[src/rtl/pong_pkg.sv]
// Shared definitions for the pong referee: state encoding, winner codes and
// parameter defaults.
package pong_pkg;

    typedef enum logic [2:0] {
        ST_IDLE  = 3'd0,
        ST_SERVE = 3'd1,
        ST_PLAY  = 3'd2,
        ST_POINT = 3'd3,
        ST_OVER  = 3'd4
    } state_e;

    localparam logic [1:0] WIN_NONE  = 2'b00;
    localparam logic [1:0] WIN_LEFT  = 2'b01;
    localparam logic [1:0] WIN_RIGHT = 2'b10;

    localparam logic [1:0] DIR_RESET = 2'b01;

    localparam int unsigned WIN_SCORE_DEF    = 7;
    localparam int unsigned SERVE_FRAMES_DEF = 60;
    localparam int unsigned POINT_FRAMES_DEF = 90;

endpackage

[src/rtl/pong_referee_if.sv]
// Referee bus: game-datapath events in, referee decisions and scores out.
// No handshake here: frame/miss_l/miss_r/serve are single-cycle strobes
// qualified only by the clock; start_n is a raw asynchronous level.
interface pong_referee_if;
    logic       frame;
    logic       miss_l;
    logic       miss_r;
    logic       start_n;
    logic       run;
    logic       serve;
    logic [1:0] serve_dir;
    logic [3:0] lf_score;
    logic [3:0] rt_score;
    logic [1:0] winner;
    logic [2:0] state;

    modport master (
        output frame, miss_l, miss_r, start_n,
        input  run, serve, serve_dir, lf_score, rt_score, winner, state
    );

    modport slave (
        input  frame, miss_l, miss_r, start_n,
        output run, serve, serve_dir, lf_score, rt_score, winner, state
    );
endinterface

[src/rtl/pong_referee_key_sync.sv]
// Start button synchroniser and falling-edge detector producing a one-cycle
// press strobe.
module key_sync (
    input  logic clk_i,
    input  logic rst_ni,
    input  logic key_ni,
    output logic press_o
);
    logic [1:0] sync_q;
    logic       prev_q;
    logic [2:0] vld_q;

    // vld_q marks when prev_q holds a real post-reset sample, so a button held
    // down through reset never looks like a fresh press.
    always_ff @(posedge clk_i) begin
        if (!rst_ni) begin
            sync_q <= 2'b11;
            prev_q <= 1'b1;
            vld_q  <= 3'b000;
        end else begin
            sync_q <= {sync_q[0], key_ni};
            prev_q <= sync_q[1];
            vld_q  <= {vld_q[1:0], 1'b1};
        end
    end

    assign press_o = vld_q[2] & prev_q & ~sync_q[1];
endmodule

[src/rtl/pong_referee.sv]
// Pong match referee: serve/play/point/over sequencing, frame timer,
// score keeping and winner decision.
module pong_referee
    import pong_pkg::*;
#(
    parameter int unsigned WIN_SCORE    = WIN_SCORE_DEF,
    parameter int unsigned SERVE_FRAMES = SERVE_FRAMES_DEF,
    parameter int unsigned POINT_FRAMES = POINT_FRAMES_DEF
) (
    input  logic           clock_i,
    input  logic           reset_n_i,
    pong_referee_if.slave  bus
);
    state_e     state_q, state_d;
    logic [7:0] timer_q, timer_d;
    logic [3:0] lf_q, lf_d;
    logic [3:0] rt_q, rt_d;
    logic [1:0] winner_q, winner_d;
    logic [1:0] dir_q, dir_d;
    logic       serve_q, serve_d;
    logic       press;

    key_sync u_key_sync (
        .clk_i   (clock_i),
        .rst_ni  (reset_n_i),
        .key_ni  (bus.start_n),
        .press_o (press)
    );

    always_ff @(posedge clock_i) begin
        if (!reset_n_i) begin
            state_q  <= ST_IDLE;
            timer_q  <= 8'd0;
            lf_q     <= 4'd0;
            rt_q     <= 4'd0;
            winner_q <= WIN_NONE;
            dir_q    <= DIR_RESET;
            serve_q  <= 1'b0;
        end else begin
            state_q  <= state_d;
            timer_q  <= timer_d;
            lf_q     <= lf_d;
            rt_q     <= rt_d;
            winner_q <= winner_d;
            dir_q    <= dir_d;
            serve_q  <= serve_d;
        end
    end

    always_comb begin
        state_d  = state_q;
        timer_d  = timer_q;
        lf_d     = lf_q;
        rt_d     = rt_q;
        winner_d = winner_q;
        dir_d    = dir_q;
        serve_d  = 1'b0;
        unique case (state_q)
            ST_IDLE, ST_OVER: begin
                if (press) begin
                    state_d  = ST_SERVE;
                    timer_d  = 8'(SERVE_FRAMES);
                    lf_d     = 4'd0;
                    rt_d     = 4'd0;
                    winner_d = WIN_NONE;
                    serve_d  = 1'b1;
                end
            end
            ST_SERVE, ST_POINT: begin
                if (bus.frame) begin
                    if (timer_q <= 8'd1) begin
                        if (state_q == ST_SERVE) begin
                            state_d = ST_PLAY;
                            timer_d = 8'd0;
                        end else begin
                            state_d = ST_SERVE;
                            timer_d = 8'(SERVE_FRAMES);
                            serve_d = 1'b1;
                        end
                    end else begin
                        timer_d = timer_q - 8'd1;
                    end
                end
            end
            ST_PLAY: begin
                // A coincident FRAME is deliberately not counted on a point edge.
                if (bus.miss_l && bus.miss_r) begin
                    state_d = ST_POINT;
                    timer_d = 8'(POINT_FRAMES);
                end else if (bus.miss_l) begin
                    rt_d  = rt_q + 4'd1;
                    dir_d = {~dir_q[1], 1'b0};
                    if (rt_d == 4'(WIN_SCORE)) begin
                        state_d  = ST_OVER;
                        winner_d = WIN_RIGHT;
                    end else begin
                        state_d = ST_POINT;
                        timer_d = 8'(POINT_FRAMES);
                    end
                end else if (bus.miss_r) begin
                    lf_d  = lf_q + 4'd1;
                    dir_d = {~dir_q[1], 1'b1};
                    if (lf_d == 4'(WIN_SCORE)) begin
                        state_d  = ST_OVER;
                        winner_d = WIN_LEFT;
                    end else begin
                        state_d = ST_POINT;
                        timer_d = 8'(POINT_FRAMES);
                    end
                end
            end
            default: begin
                state_d = ST_IDLE;
            end
        endcase
    end

    assign bus.run       = (state_q == ST_PLAY);
    assign bus.serve     = serve_q;
    assign bus.serve_dir = dir_q;
    assign bus.lf_score  = lf_q;
    assign bus.rt_score  = rt_q;
    assign bus.winner    = winner_q;
    assign bus.state     = state_q;
endmodule

[src/flat_wrapper.sv]
// flat-port wrapper written by rule: the top's interface ports become plain ports
module pong_referee_flat import pong_pkg::*;
#(
    parameter int unsigned WIN_SCORE    = WIN_SCORE_DEF,
    parameter int unsigned SERVE_FRAMES = SERVE_FRAMES_DEF,
    parameter int unsigned POINT_FRAMES = POINT_FRAMES_DEF
)
  (clock_i, reset_n_i, bus_frame, bus_miss_l, bus_miss_r, bus_start_n, bus_run, bus_serve, bus_serve_dir, bus_lf_score, bus_rt_score, bus_winner, bus_state);
  pong_referee_if bus_i ();
  input  logic clock_i;
  input  logic reset_n_i;
  input wire logic [$bits(bus_i.frame)-1:0] bus_frame;
  input wire logic [$bits(bus_i.miss_l)-1:0] bus_miss_l;
  input wire logic [$bits(bus_i.miss_r)-1:0] bus_miss_r;
  input wire logic [$bits(bus_i.start_n)-1:0] bus_start_n;
  output wire logic [$bits(bus_i.run)-1:0] bus_run;
  output wire logic [$bits(bus_i.serve)-1:0] bus_serve;
  output wire logic [$bits(bus_i.serve_dir)-1:0] bus_serve_dir;
  output wire logic [$bits(bus_i.lf_score)-1:0] bus_lf_score;
  output wire logic [$bits(bus_i.rt_score)-1:0] bus_rt_score;
  output wire logic [$bits(bus_i.winner)-1:0] bus_winner;
  output wire logic [$bits(bus_i.state)-1:0] bus_state;
  assign bus_i.frame = bus_frame;
  assign bus_i.miss_l = bus_miss_l;
  assign bus_i.miss_r = bus_miss_r;
  assign bus_i.start_n = bus_start_n;
  assign bus_run = bus_i.run;
  assign bus_serve = bus_i.serve;
  assign bus_serve_dir = bus_i.serve_dir;
  assign bus_lf_score = bus_i.lf_score;
  assign bus_rt_score = bus_i.rt_score;
  assign bus_winner = bus_i.winner;
  assign bus_state = bus_i.state;
  pong_referee #(.WIN_SCORE(WIN_SCORE), .SERVE_FRAMES(SERVE_FRAMES), .POINT_FRAMES(POINT_FRAMES)) u_core (.clock_i(clock_i), .reset_n_i(reset_n_i), .bus(bus_i));
endmodule
[config.mk]
export PLATFORM = sky130hd
export DESIGN_NAME = pong_referee_flat
export DESIGN_NICKNAME = d
export VERILOG_FILES = /design/src/rtl/pong_pkg.sv /design/src/rtl/pong_referee_if.sv /design/src/rtl/pong_referee_key_sync.sv /design/src/rtl/pong_referee.sv /design/src/flat_wrapper.sv
export SDC_FILE = /design/constraint.sdc
export NUM_CORES = 1
export LEC_CHECK = 0
export ABC_AREA = 1
export BUFFER_PORTS_ARGS = -buffer_cell sky130_fd_sc_hd__buf_2
export CAP_MARGIN = 20
export CORE_MARGIN = 5
export CORE_UTILIZATION = 61
export DETAILED_ROUTE_END_ITERATION = 6
export PLACE_DENSITY = 0.85
export RECOVER_POWER = 25
export SYNTH_ARGS = -nofsm -noshare
export SYNTH_HDL_FRONTEND = slang
export SYNTH_SLANG_ARGS = --single-unit
[constraint.sdc]
create_clock -name clock_i -period 3.8 [get_ports clock_i]
set_clock_uncertainty 0.2 [all_clocks]
set_input_delay 0.76 -clock clock_i [delete_from_list [all_inputs] [get_ports clock_i]]
set_output_delay 0.76 -clock clock_i [all_outputs]
set_load 0.01 [all_outputs]
# Word level (Yosys, flattened, before mapping)
# Index checks and enable logic that the tools add are counted.
# totals
reg_bits	30
input_bits	6
out_inout_bits	17
# classes
addsub	3
n_lt_le_gt_ge	1
n_eq_ne	19
muxes	43
bitwise	5
n_reduce_logical	13
# op_table
cell	count
2-to-1 mux 8 bit	8
2-to-1 mux 3 bit	8
2-to-1 mux 4 bit	6
case mux 8 bit (3 select lines)	1
2-to-1 mux 2 bit	9
case mux 4 bit (2 select lines)	2
inequality test 4 x 3 -> 1 bit (second input constant)	3
AND reduction 6 bit	2
inequality test 2 bit (second input constant)	5
case mux 3 bit (3 select lines)	1
adder 4 x 1 -> 4 bit (second input constant)	2
== test 4 x 3 -> 1 bit (second input constant)	2
less-or-equal comparator 8 x 1 -> 1 bit (second input constant)	1
AND reduction 4 bit	2
subtractor 8 x 1 -> 8 bit (second input constant)	1
== test 3 x 2 -> 1 bit (second input constant)	2
2-to-1 mux 6 bit	1
inequality test 3 x 2 -> 1 bit (second input constant)	2
2-to-1 mux 1 bit	5
AND reduction 5 bit	1
inequality test 2 x 1 -> 1 bit (second input constant)	2
case mux 2 bit (2 select lines)	1
nonzero test 2 bit	2
OR reduction 2 bit	2
other kinds (10)	13

# Longest topological paths before layout
# Gate-level depths: netlist (run 1).
# depth
ltp_word	7
mapped_depth	12
mapped_depth_nobuf	12

# By module
# A second synthesis (run 1) with hierarchy kept.
# unflattened
cells_unflattened	254
area_unflattened_um2	1720.4
# modules_own_cells
mod	instances	cells_each	area_per_inst_um2	seq_area_each_um2
pong_referee	1	236	1555.2	480.5
key_sync	1	18	165.2	120.1

# Worst setup path after synthesis (run 1)
# Ideal clock, no wire load.
# synth_timing
path_type	input port to flip-flop
start	input port bus_miss_r
end	register u_core.timer_q[3]
arrival_time_ps	1629
required_time_ps	3487
setup_slack_ps	1858
stages	9
path_buffers	1
cell_sequence	inv_1 -> ha_1 -> a21oi_2 -> nand2_1 -> nor2_2 -> buf_6 -> nand2_1 -> nand2_1 -> nor2_1
# synth_via
elab_chain_len	3
elab_cells_between_ends	7
classes_between	eq/ne (3); mux (2); reduce/logical (2)
# synth_rtl
item	line	source
start: declaration	flat_wrapper.sv:14	input wire logic [$bits(bus_i.miss_r)-1:0] bus_miss_r;
logical AND 1 bit	pong_referee.sv:87	if (bus.miss_l && bus.miss_r) begin
inequality test 4 x 3 -> 1 bit (no line) or 2-to-1 mux 8 bit (tied branches)	n/a	
AND reduction 6 bit (no line) or case mux 8 bit (3 select lines) (tied branches)	n/a	
end signal: assignment	pong_referee.sv:41	timer_q <= timer_d;
end: declaration	pong_referee.sv:15	logic [7:0] timer_q, timer_d;
# Parallel ways exist; a longest one is shown, timed or not.
# A chain may end at the register's enable or synchronous reset.

# Worst setup path in the final report (run 1)
# layout_timing
start	register u_core.state_q[1] (netlist: u_core.bus.state[1])
end	output port bus_run
# layout_via
elab_chain_len	1
# layout_rtl
item	line	source
start: declaration	pong_referee.sv:14	state_e state_q, state_d;
start signal: assignment	pong_referee.sv:40	state_q <= state_d;
== test 3 x 2 -> 1 bit	pong_referee.sv:118	assign bus.run = (state_q == ST_PLAY);
end: declaration	flat_wrapper.sv:16	output wire logic [$bits(bus_i.run)-1:0] bus_run;
# No other way between the ends.

==> impl_metrics.ini, run 1 <==
[status]
outcome = completed

[floorplan]
dieArea_um2 = 3870
rows = 19
initial_core_util_pct = 61.8
io_pins = 23
core_area_um2 = 2690
die_y_um = 62.2
die_w_um = 62.2

[clock_tree]
insertion_delay_ns = 0.33
post_cts.repair.setup_buffers = 0
numClockSinks = 30
post_cts_resized = 0
numCtsBuffers = 5
cts_max_path_buffers = 2
cts-root-buf = clkbuf_4
cts_tree = built
clk_pin_slew_ns = 0.10
ctsHoldBuffers = 0
h-tree-depth = 2

[worst_setup_path]
cp_slowest_stage_delay_ns = 0.44
crit_chain = nand3_4, inv_2, buf_2
worst_path_max_delay_cell = dfxtp_1
cp.arrival_ns = 1.31
worst-path-buf-inv = 2
r2r_slack_ns = 1.72
critPathCaptureType = primary output
critical_path_class = reg2out
crit_family = flip-flops
cp_max_fo = 9
required_ns = 2.84
crit_path_start_kind = flop

[synth]
netlist_top_cells_area = dfxtp_1 36%, nand2_1 14%, nor2_1 8.4%
synthesis.nets = 262
synth_top_cell_by_area = dfxtp_1
synth_seq_cells = 30
yosysWarnings = 0
synth.cell_area_um2 = 1660
synth.avg_cell_area_um2 = 6.69
synth_top_area_share_pct = 36.2
synth_edf_count = 0
yosysSeqAreaShare_pct = 36.2
syn_inst = 248
synth_cell_types = 28
synth_ff_type = dfxtp_1
async_flop_share_pct = 0

[grt]
track_usage_pct = 19.3
grt_pass1_wl_mm = 6.18
grt_overflow = 0
grt_pass1_vias = 1426
grt_max_degree = 22
antenna_found_initial = 0

[layout]
area_growth_pct = 11.2
layout-drive-gt1-share_pct = 13.8
nNetsFinal = 288
register_area_um2 = 601
multiInputGateArea_um2 = 896
antenna_cells = 0
nFillCells = 236

[pwr]
p_leak_nw = 0.879
switchingPower_mw = 0.217
cellPowerDensity_nw_per_um2 = 370
swShare_pct = 31.8
pwr-share-clk_pct = 29.6
p_int_mw = 0.465
combPwrFrac_pct = 20.9
ir_drop_uv = 338
seq_power_share_pct = 49.5

[timing]
slew_violations = 0
rsz0062_at_grt = false
clock.fmax_ghz = 0.440
worst_pin_slew_ns = 0.796
setup_viol = 0
worst_slack_ns = 1.53
slew_headroom_pct = 46.9
period_needed_ns = 2.27
period_share_pct = 59.8
fin_tns_setup_ns = 0
hold_violations = 0

[detailed_routing]
drt-initial-drc-count = 93
finalWirelength_mm = 3.39
first_pass_iters = 4
viasPerCell = 5.06
vias = 1549
drc = 0
drt-wirelength-per-cell_um = 11.1
postRouteAntennaNets = 0

[job]
drv_cap = 0

[worst_hold_path]
hp-class = reg2reg

[placed_design]
pre_cts_ws_ns = 1.40
place_hpwl_mm = 2.61
port-buffer-count = 22
gp_congestion = 0.883
[placed cells by master, fill, tap and decap left out, types with 2 or more instances in the layout]
| master | netlist | routed |
|---|---|---|
| o211ai_1 | 2 | 2 |
| xor2_1 | 2 | 2 |
| or2_2 | 2 | 2 |
| o21ai_0 | 13 | 13 |
| clkbuf_1 | 0 | 5 |
| o21ai_2 | 2 | 2 |
| buf_2 | 2 | 17 |
| a21oi_1 | 17 | 17 |
| nor2_4 | 2 | 2 |
| nor2_1 | 37 | 37 |
| nand3_1 | 15 | 15 |
| ha_1 | 8 | 8 |
| dfxtp_1 | 30 | 30 |
| clkbuf_4 | 0 | 5 |
| o21ai_1 | 2 | 2 |
| inv_1 | 35 | 35 |
| inv_2 | 2 | 2 |
| nand2_1 | 62 | 62 |
| nand4_1 | 4 | 4 |
[metal layers]
| layer | vias up | GRT usage [%] | wire, µm |
|---|---|---|---|
| met5 | - | 0 | 0 |
| met4 | 0 | 6.50 | 41 |
| met3 | 4 | 6.13 | 139 |
| met2 | 28 | 30.4 | 1570 |
| met1 | 683 | 24.7 | 1630 |
| li1 | 834 | - | - |
[worst paths after layout]
check | depth (start not counted) | endpoint | startpoint
max | 3 | bus_run | u_core.bus.state[1]
min | 2 | u_core.u_key_sync.vld_q[1] | u_core.u_key_sync.vld_q[0]
max reg2reg | 10 | u_core.bus.state[1] | u_core.timer_q[0]
min reg2reg | 2 | u_core.u_key_sync.vld_q[1] | u_core.u_key_sync.vld_q[0]
[through the flow]
stage	cell area [µm²]	hold slack (ns)	util [%]	power [mW]	cells
final	1850	0.224	68.7	0.682	306
after global routing	1850	0.247	68.7	0.724	306
after CTS	1850	0.223	68.9	0.688	306
after detailed placement	1790	0.201	66.6	0.487	298
after global placement	1790	0.195	66.6	0.482	298
after floorplan	1660	0.190	-	0.457	248
[worst register-to-register path, delay by kind of cell (launching register included)]
family                   cells  cell delay (ns)
AND/OR/NAND/NOR              4             0.48
flip-flops                   1             0.37
AO/OA/AOI/OAI                2             0.35
buffers and inverters        3             0.33
adder cells (fa/ha/maj)      1             0.24
[cells in the mapped netlist, types with 2 or more instances]
master,count
nand2_1,62
nor2_1,37
inv_1,35
dfxtp_1,30
a21oi_1,17
nand3_1,15
o21ai_0,13
ha_1,8
nand4_1,4
buf_2,2
inv_2,2
nor2_4,2
o211ai_1,2
o21ai_1,2
o21ai_2,2
or2_2,2
xor2_1,2
[cells by family after synthesis]
| logic type | count (synthesis) | synth area share [%] |
|---|---|---|
| fa+ha+maj | 8 | 6.03 |
| simple gates | 126 | 32.7 |
| xor+xnor | 3 | 1.58 |
| flops | 30 | 36.2 |
| compound gates | 40 | 13.6 |
| buf+inv | 41 | 9.87 |
[sequential cells by signal (all words and copies together), names as in the netlist, 2 cells and up]
| signal | cells |
|---|---|
| u_core.u_key_sync.vld_q | 3 |
| u_core.bus.rt_score | 4 |
| u_core.u_key_sync.sync_q | 2 |
| u_core.bus.winner | 2 |
| u_core.bus.lf_score | 4 |
| u_core.timer_q | 8 |
| u_core.bus.state | 3 |
| u_core.bus.serve_dir | 2 |
[power by group through the flow]
stage / clock network, mW / registers (mW) / logic [mW]
after floorplan: 0 / 0.343 / 0.114
after global placement: 0 / 0.344 / 0.138
final: 0.202 / 0.338 / 0.142
after global routing: 0.223 / 0.339 / 0.162
after detailed placement: 0 / 0.345 / 0.142
after CTS: 0.208 / 0.337 / 0.142
[area by class of cell]
| cell class | instances | share of cell area (%) |
|---|---|---|
| clock buffer | 6 | 2.78 |
| clock inverter | 2 | 0.678 |
| inverter | 38 | 7.73 |
| multi-input combinational | 177 | 48.5 |
| sequential | 30 | 32.5 |
| tap | 31 | 2.10 |
| timing repair buffer | 22 | 5.63 |
(Power assumes the default switching activity.)
==> run 2, diff against run 1 <==
- ABC_AREA: 1 -> 0
- CORE_UTILIZATION: 61 -> 56
- PLACE_DENSITY: 0.85 -> 0.79
- clock period: 3.8 -> 2.15 ns (I/O delays scaled with it)
==> impl_metrics.ini, run 2 <==
[status]
outcome = completed

[clock_tree]
numCtsBuffers = 5
insertion_delay_ns = 0.33
clk_pin_slew_ns = 0.10
numClockSinks = 30
h-tree-depth = 2
cts_tree = built
cts-root-buf = clkbuf_4
cts_max_path_buffers = 2

[synth]
synthesis.nets = 206
synth_top_area_share_pct = 37.9
synth_cell_types = 45
synth.cell_area_um2 = 1590
synthAdderAreaFrac_pct = 6.31
syn_inst = 192
synth-xor-area-share_pct = 2.76
yosysWarnings = 0
yosysSeqAreaShare_pct = 37.9
synth_ff_type = dfxtp_1
netlist_top_cells_area = dfxtp_1 38%, ha_1 6.3%, nor2_1 5.9%
synth_seq_cells = 30
synthMuxAreaShare_pct = 1.26
synth_top_cell_by_area = dfxtp_1
synth_top_family_by_area = simple AND/OR/NAND/NOR gates
yosysMostFrequentCell = dfxtp_1
synth_compound_area_share_pct = 21.9
synth.avg_cell_area_um2 = 8.26
yosys.area_share.simple_pct = 24.4
synth_edf_count = 0
synth_commonest_cells = 30 x dfxtp_1, 25 x nor2_1, 17 x a21oi_1
async_flop_share_pct = 0

[worst_hold_path]
holdPathStages = 2
hp-start = bus_start_n
hp-class = in2reg
holdPathEnd = u_core.u_key_sync.sync_q[0]

[worst_setup_path]
cp.arrival_ns = 2.13
r2r_slack_ns = 0.03
worst_path_max_delay_cell = dfxtp_2
cp_slowest_stage_delay_ns = 0.35
crit_path_start_kind = flop
critPathCaptureType = flop
crit_chain = buf_6, inv_1, ha_2, nand3_2, a2bb2oi_4, buf_4, or2_2, a21oi_1, o22ai_1
required_ns = 2.17
critical_path_class = reg2reg
cp_max_fo = 5
r2r_end = u_core.bus.winner[1]
r2r_cells = 9
startpoint = u_core.bus.rt_score[0]
r2r-start = u_core.bus.rt_score[0]

[grt]
grt_overflow = 0
antenna_found_initial = 0
grt_pass1_vias = 1698
track_usage_pct = 21.6
grt_pass1_wl_mm = 7.13
grt_max_degree = 22

[floorplan]
dieArea_um2 = 4000
initial_core_util_pct = 58.0
core_area_um2 = 2730
die_y_um = 63.2
io_pins = 23
rows = 19
die_w_um = 63.2

[detailed_routing]
postRouteAntennaNets = 0
finalWirelength_mm = 4.68
vias = 1690
viasPerCell = 6.17
drc = 0
first_pass_iters = 6
drt-wirelength-per-cell_um = 17.1
drt-initial-drc-count = 105

[timing]
period_share_pct = 98.4
slew_headroom_pct = 41.2
setup_viol = 0
whs_ns = 0.0900
fin_tns_setup_ns = 0
worst_pin_slew_ns = 0.881
clock.fmax_ghz = 0.473
hold_violations = 0
slew_violations = 0
period_needed_ns = 2.12

[layout]
fin_area_um2 = 2080
antenna_cells = 0
regMostFlops = u_core.timer_q
largest_register_ffs = 8
final_cell_mix = 26 x buf_4, 26 x dfxtp_1, 25 x nor2_1, 17 x a21oi_1, 16 x buf_2
layout-drive-gt1-share_pct = 32.5
area_growth_pct = 31.3
final_cells = 274
fin_util_pct = 76.2
nNetsFinal = 256

[pwr]
p_leak_nw = 0.908
combPwrFrac_pct = 9.7
p_int_mw = 0.765
cellPowerDensity_nw_per_um2 = 500
switchingPower_mw = 0.278
pwr-share-clk_pct = 35.1
swShare_pct = 26.7
seq_power_share_pct = 55.2
ir_drop_uv = 542

[placed_design]
placed_cell_area_um2 = 1890
port-buffer-count = 22
placed_cells_incl_taps = 263
gp_congestion = 0.913
place_hpwl_mm = 3.07

[job]
drv_cap = 0
## run 2: cell count changes after synthesis, sizes merged, moves of 3 or more
cell	delta
nand3b	+4
nand2	-56
nand4	-4
nor3	+9
a31oi	+3
inv	-25
nand2b	+7
nor2	-15
nand3	-9
clkbuf	+4
o21ai	-5
## run 2: power by group through the flow
stage / clock network (mW) / registers, mW / logic [mW]
after floorplan: 0 / 0.586 / 0.0603
after global placement: 0 / 0.588 / 0.0917
after detailed placement: 0 / 0.589 / 0.0952
after CTS: 0.371 / 0.576 / 0.0968
after global routing: 0.405 / 0.577 / 0.110
final: 0.366 / 0.576 / 0.101
## run 2: logic make-up (layout without fill, tap and decap cells)
| kind of cell | count (synthesis) | in the layout |
|---|---|---|
| simple gates | 74 | 74 |
| compound gates | 53 | 53 |
| flops | 30 | 30 |
| buf+inv | 20 | 71 |
| fa+ha+maj | 8 | 8 |
| xor+xnor | 5 | 5 |
| mux | 2 | 2 |
## run 2: routing by layer
layer | routed length, µm | track usage (%) | vias up
met3 | 313 | 4.09 | 16
met5 | 0 | 0 | -
met1 | 1750 | 22.3 | 800
met4 | 98 | 10.1 | 0
li1 | - | - | 787
met2 | 2510 | 41.0 | 87
## run 2: worst max path at each step
stage | cells after the start | end | slack [ns]
after floorplan | 8 | u_core.timer_q[5] | 0.04
after global placement | 9 | u_core.timer_q[2] | 0.006
after detailed placement | 9 | u_core.timer_q[4] | -0.08
after CTS | 4 | bus_run | 0.004
after global routing | 9 | u_core.bus.winner[0] | -0.05
final | 9 | u_core.bus.winner[1] | 0.03
## run 2: cell type report
class                      count  area (µm²)
multi-input combinational    142         991
fill                         185         651
sequential                    30         608
timing repair buffer          51         332
clock buffer                   6        51.3
inverter                      12        50.0
tap                           31        38.8
clock inverter                 2        12.5
## run 2: repair_timing
item | in CTS | in global routing
pin swaps | 1 | 2
endpoints found under the hold margin | 0 | 0
hold buffers | 0 | 0
buffers inserted | 2 | 1
endpoints found under the setup margin | 5 | 8
resized for setup | 12 | 15
## run 2: stage by stage
stage	worst slack (ns)	total power [mW]
after floorplan	0.0362	0.647
after global placement	0.00583	0.680
after detailed placement	-0.0770	0.685
after CTS	0.00423	1.04
after global routing	-0.0497	1.09
final	0.0343	1.04
## run 2: critical path, delay by kind of cell (launching register included)
family	cells	cell delay (ns)
flops	1	0.35
compound gates	3	0.53
fa+ha+maj	1	0.17
buf+inv	3	0.33
simple gates	2	0.41
==> run 3, diff against run 2 <==
- CORE_UTILIZATION: 56 -> 50
- PLACE_DENSITY: 0.79 -> 0.75
- clock period: 2.15 -> 1.78 ns (I/O delays scaled with it)
==> impl_metrics.ini, run 3 (synthesis gave the netlist of run 2 again) <==
[clock_tree]
numClockSinks = 30
cts-root-buf = clkbuf_4
clk_pin_slew_ns = 0.10
cts_max_path_buffers = 2
cts_tree = built
insertion_delay_ns = 0.36
numCtsBuffers = 5
h-tree-depth = 2

[detailed_routing]
postRouteAntennaNets = 0
finalWirelength_mm = 5.37
drt-wirelength-per-cell_um = 17.2
drt-initial-drc-count = 166
vias = 1798
drc = 0
first_pass_iters = 5
viasPerCell = 5.74

[status]
violations = setup timing
outcome = finished, violations left

[worst_setup_path]
worst_path_max_delay_cell = dfxtp_1
cp_max_fo = 8
required_ns = 1.83
cp.arrival_ns = 2.24
critPathCaptureType = flop
crit_path_start_kind = flop
r2r_cells = 7
startpoint = u_core.bus.lf_score[2]
critical_path_class = reg2reg
r2r-start = u_core.bus.lf_score[2]
cp_slowest_stage_delay_ns = 0.47
r2r_slack_ns = -0.40
crit_chain = nand3_1, xor2_1, a2bb2oi_4, o31ai_4, buf_6, nor2_1, o221a_2
cp-endpoint = u_core.timer_q[2]
r2r_end = u_core.timer_q[2]

[timing]
clock.fmax_ghz = 0.458
rsz0062_at_grt = true
worst_slack_ns = -0.404
slew_violations = 0
slew_headroom_pct = 79.0
setup_viol = 17
fin_tns_setup_ns = -4.23
period_needed_ns = 2.18
hold_violations = 0
period_share_pct = 123
worst_pin_slew_ns = 0.312

[layout]
nNetsFinal = 282
area_growth_pct = 54.0
final_cells = 313
antenna_cells = 0
layout-drive-gt1-share_pct = 48.3
regMostFlops = u_core.timer_q
largest_register_ffs = 8
final_common_cell = buf_4
final_cell_mix = 47 x buf_4, 21 x buf_2, 21 x dfxtp_1, 19 x nor2_1, 12 x a21oi_1

[placed_design]
gp_congestion = 0.886
port-buffer-count = 22
placed_cells_incl_taps = 297
place_hpwl_mm = 3.23

[grt]
antenna_found_initial = 0
track_usage_pct = 22.6
grt_overflow = 0
grt_max_degree = 16
grt_pass1_vias = 1733
grt_pass1_wl_mm = 7.65

[floorplan]
rows = 20
dieArea_um2 = 4400
io_pins = 23
core_area_um2 = 3050
die_w_um = 66.3
die_y_um = 66.3
initial_core_util_pct = 52.0

[job]
drv_cap = 0

[pwr]
p_leak_nw = 1.09
combPwrFrac_pct = 13.0
switchingPower_mw = 0.355
ir_drop_uv = 526
seq_power_share_pct = 52.8
pwr-share-clk_pct = 34.2
swShare_pct = 27.2
p_int_mw = 0.951
cellPowerDensity_nw_per_um2 = 534

[worst_hold_path]
hp-class = in2reg
run 3: how the worst min path moves through the flow:
stage | start | to | slack (ns) | cells after the start
2_1_floorplan | reset_n_i | u_core.u_key_sync.vld_q[0] | 0.18 | 0
5_1_grt | reset_n_i | u_core.u_key_sync.vld_q[0] | 0.09 | 1
3_5_place_dp | u_core.u_key_sync.sync_q[0] | u_core.u_key_sync.sync_q[1] | 0.20 | 1
3_3_place_gp | u_core.u_key_sync.sync_q[0] | u_core.u_key_sync.sync_q[1] | 0.19 | 1
4_1_cts | reset_n_i | u_core.u_key_sync.vld_q[0] | 0.07 | 1
6_report | reset_n_i | u_core.u_key_sync.vld_q[0] | 0.08 | 1
run 3: cell type report:
cell class              count  area [µm²]
multi-input cells         142        1090
flip-flops and latches     30         619
fillers                   192         609
repair buffers             77         566
clock buffers               7        55.1
well taps                  44        55.1
inverters                  12        52.6
clock inverters             1        5.00
run 3: repair_timing:
item	4_1_cts	5_1_grt
setup buffers	2	5
resized for setup	15	30
pin swaps	9	17
hold buffers	1	0
endpoints found under the hold margin	1	0
setup endpoints to repair	18	24
run 3: layer usage:
layer | vias up | part of all wire (%) | GRT usage, %
li1 | 843 | - | -
met1 | 847 | 39 | 25.9
met2 | 84 | 51 | 38.7
met3 | 24 | 6.9 | 5.95
met4 | 0 | 3.1 | 10.9
met5 | - | 0 | 0
run 3: power groups by stage:
stage	combinational [mW]	clock [mW]	sequential, mW
after floorplan	0.0794	0	0.705
after global placement	0.143	0	0.705
after detailed placement	0.147	0	0.706
after CTS	0.154	0.438	0.690
after global routing	0.184	0.487	0.692
final	0.170	0.446	0.689
run 3: worst max-delay path: cells and delay by family, from the launching register on:
family / cells / cell delay, ns
AO/OA/AOI/OAI: 3 / 0.67
AND/OR/NAND/NOR: 2 / 0.24
XOR/XNOR: 1 / 0.32
buffers and inverters: 1 / 0.19
flip-flops: 1 / 0.47
run 3: metrics by stage:
stage	util [%]	worst slack (ns)	total power [mW]	hold WS (ns)	area (µm²)
6_report	80.0	-0.404	1.31	0.0776	2440
3_3_place_gp	70.0	-0.259	0.847	0.191	2140
5_1_grt	80.0	-0.467	1.36	0.0853	2440
4_1_cts	75.2	-0.237	1.28	0.0731	2300
3_5_place_dp	70.0	-0.301	0.852	0.195	2140
2_1_floorplan	-	-0.189	0.785	0.184	1670
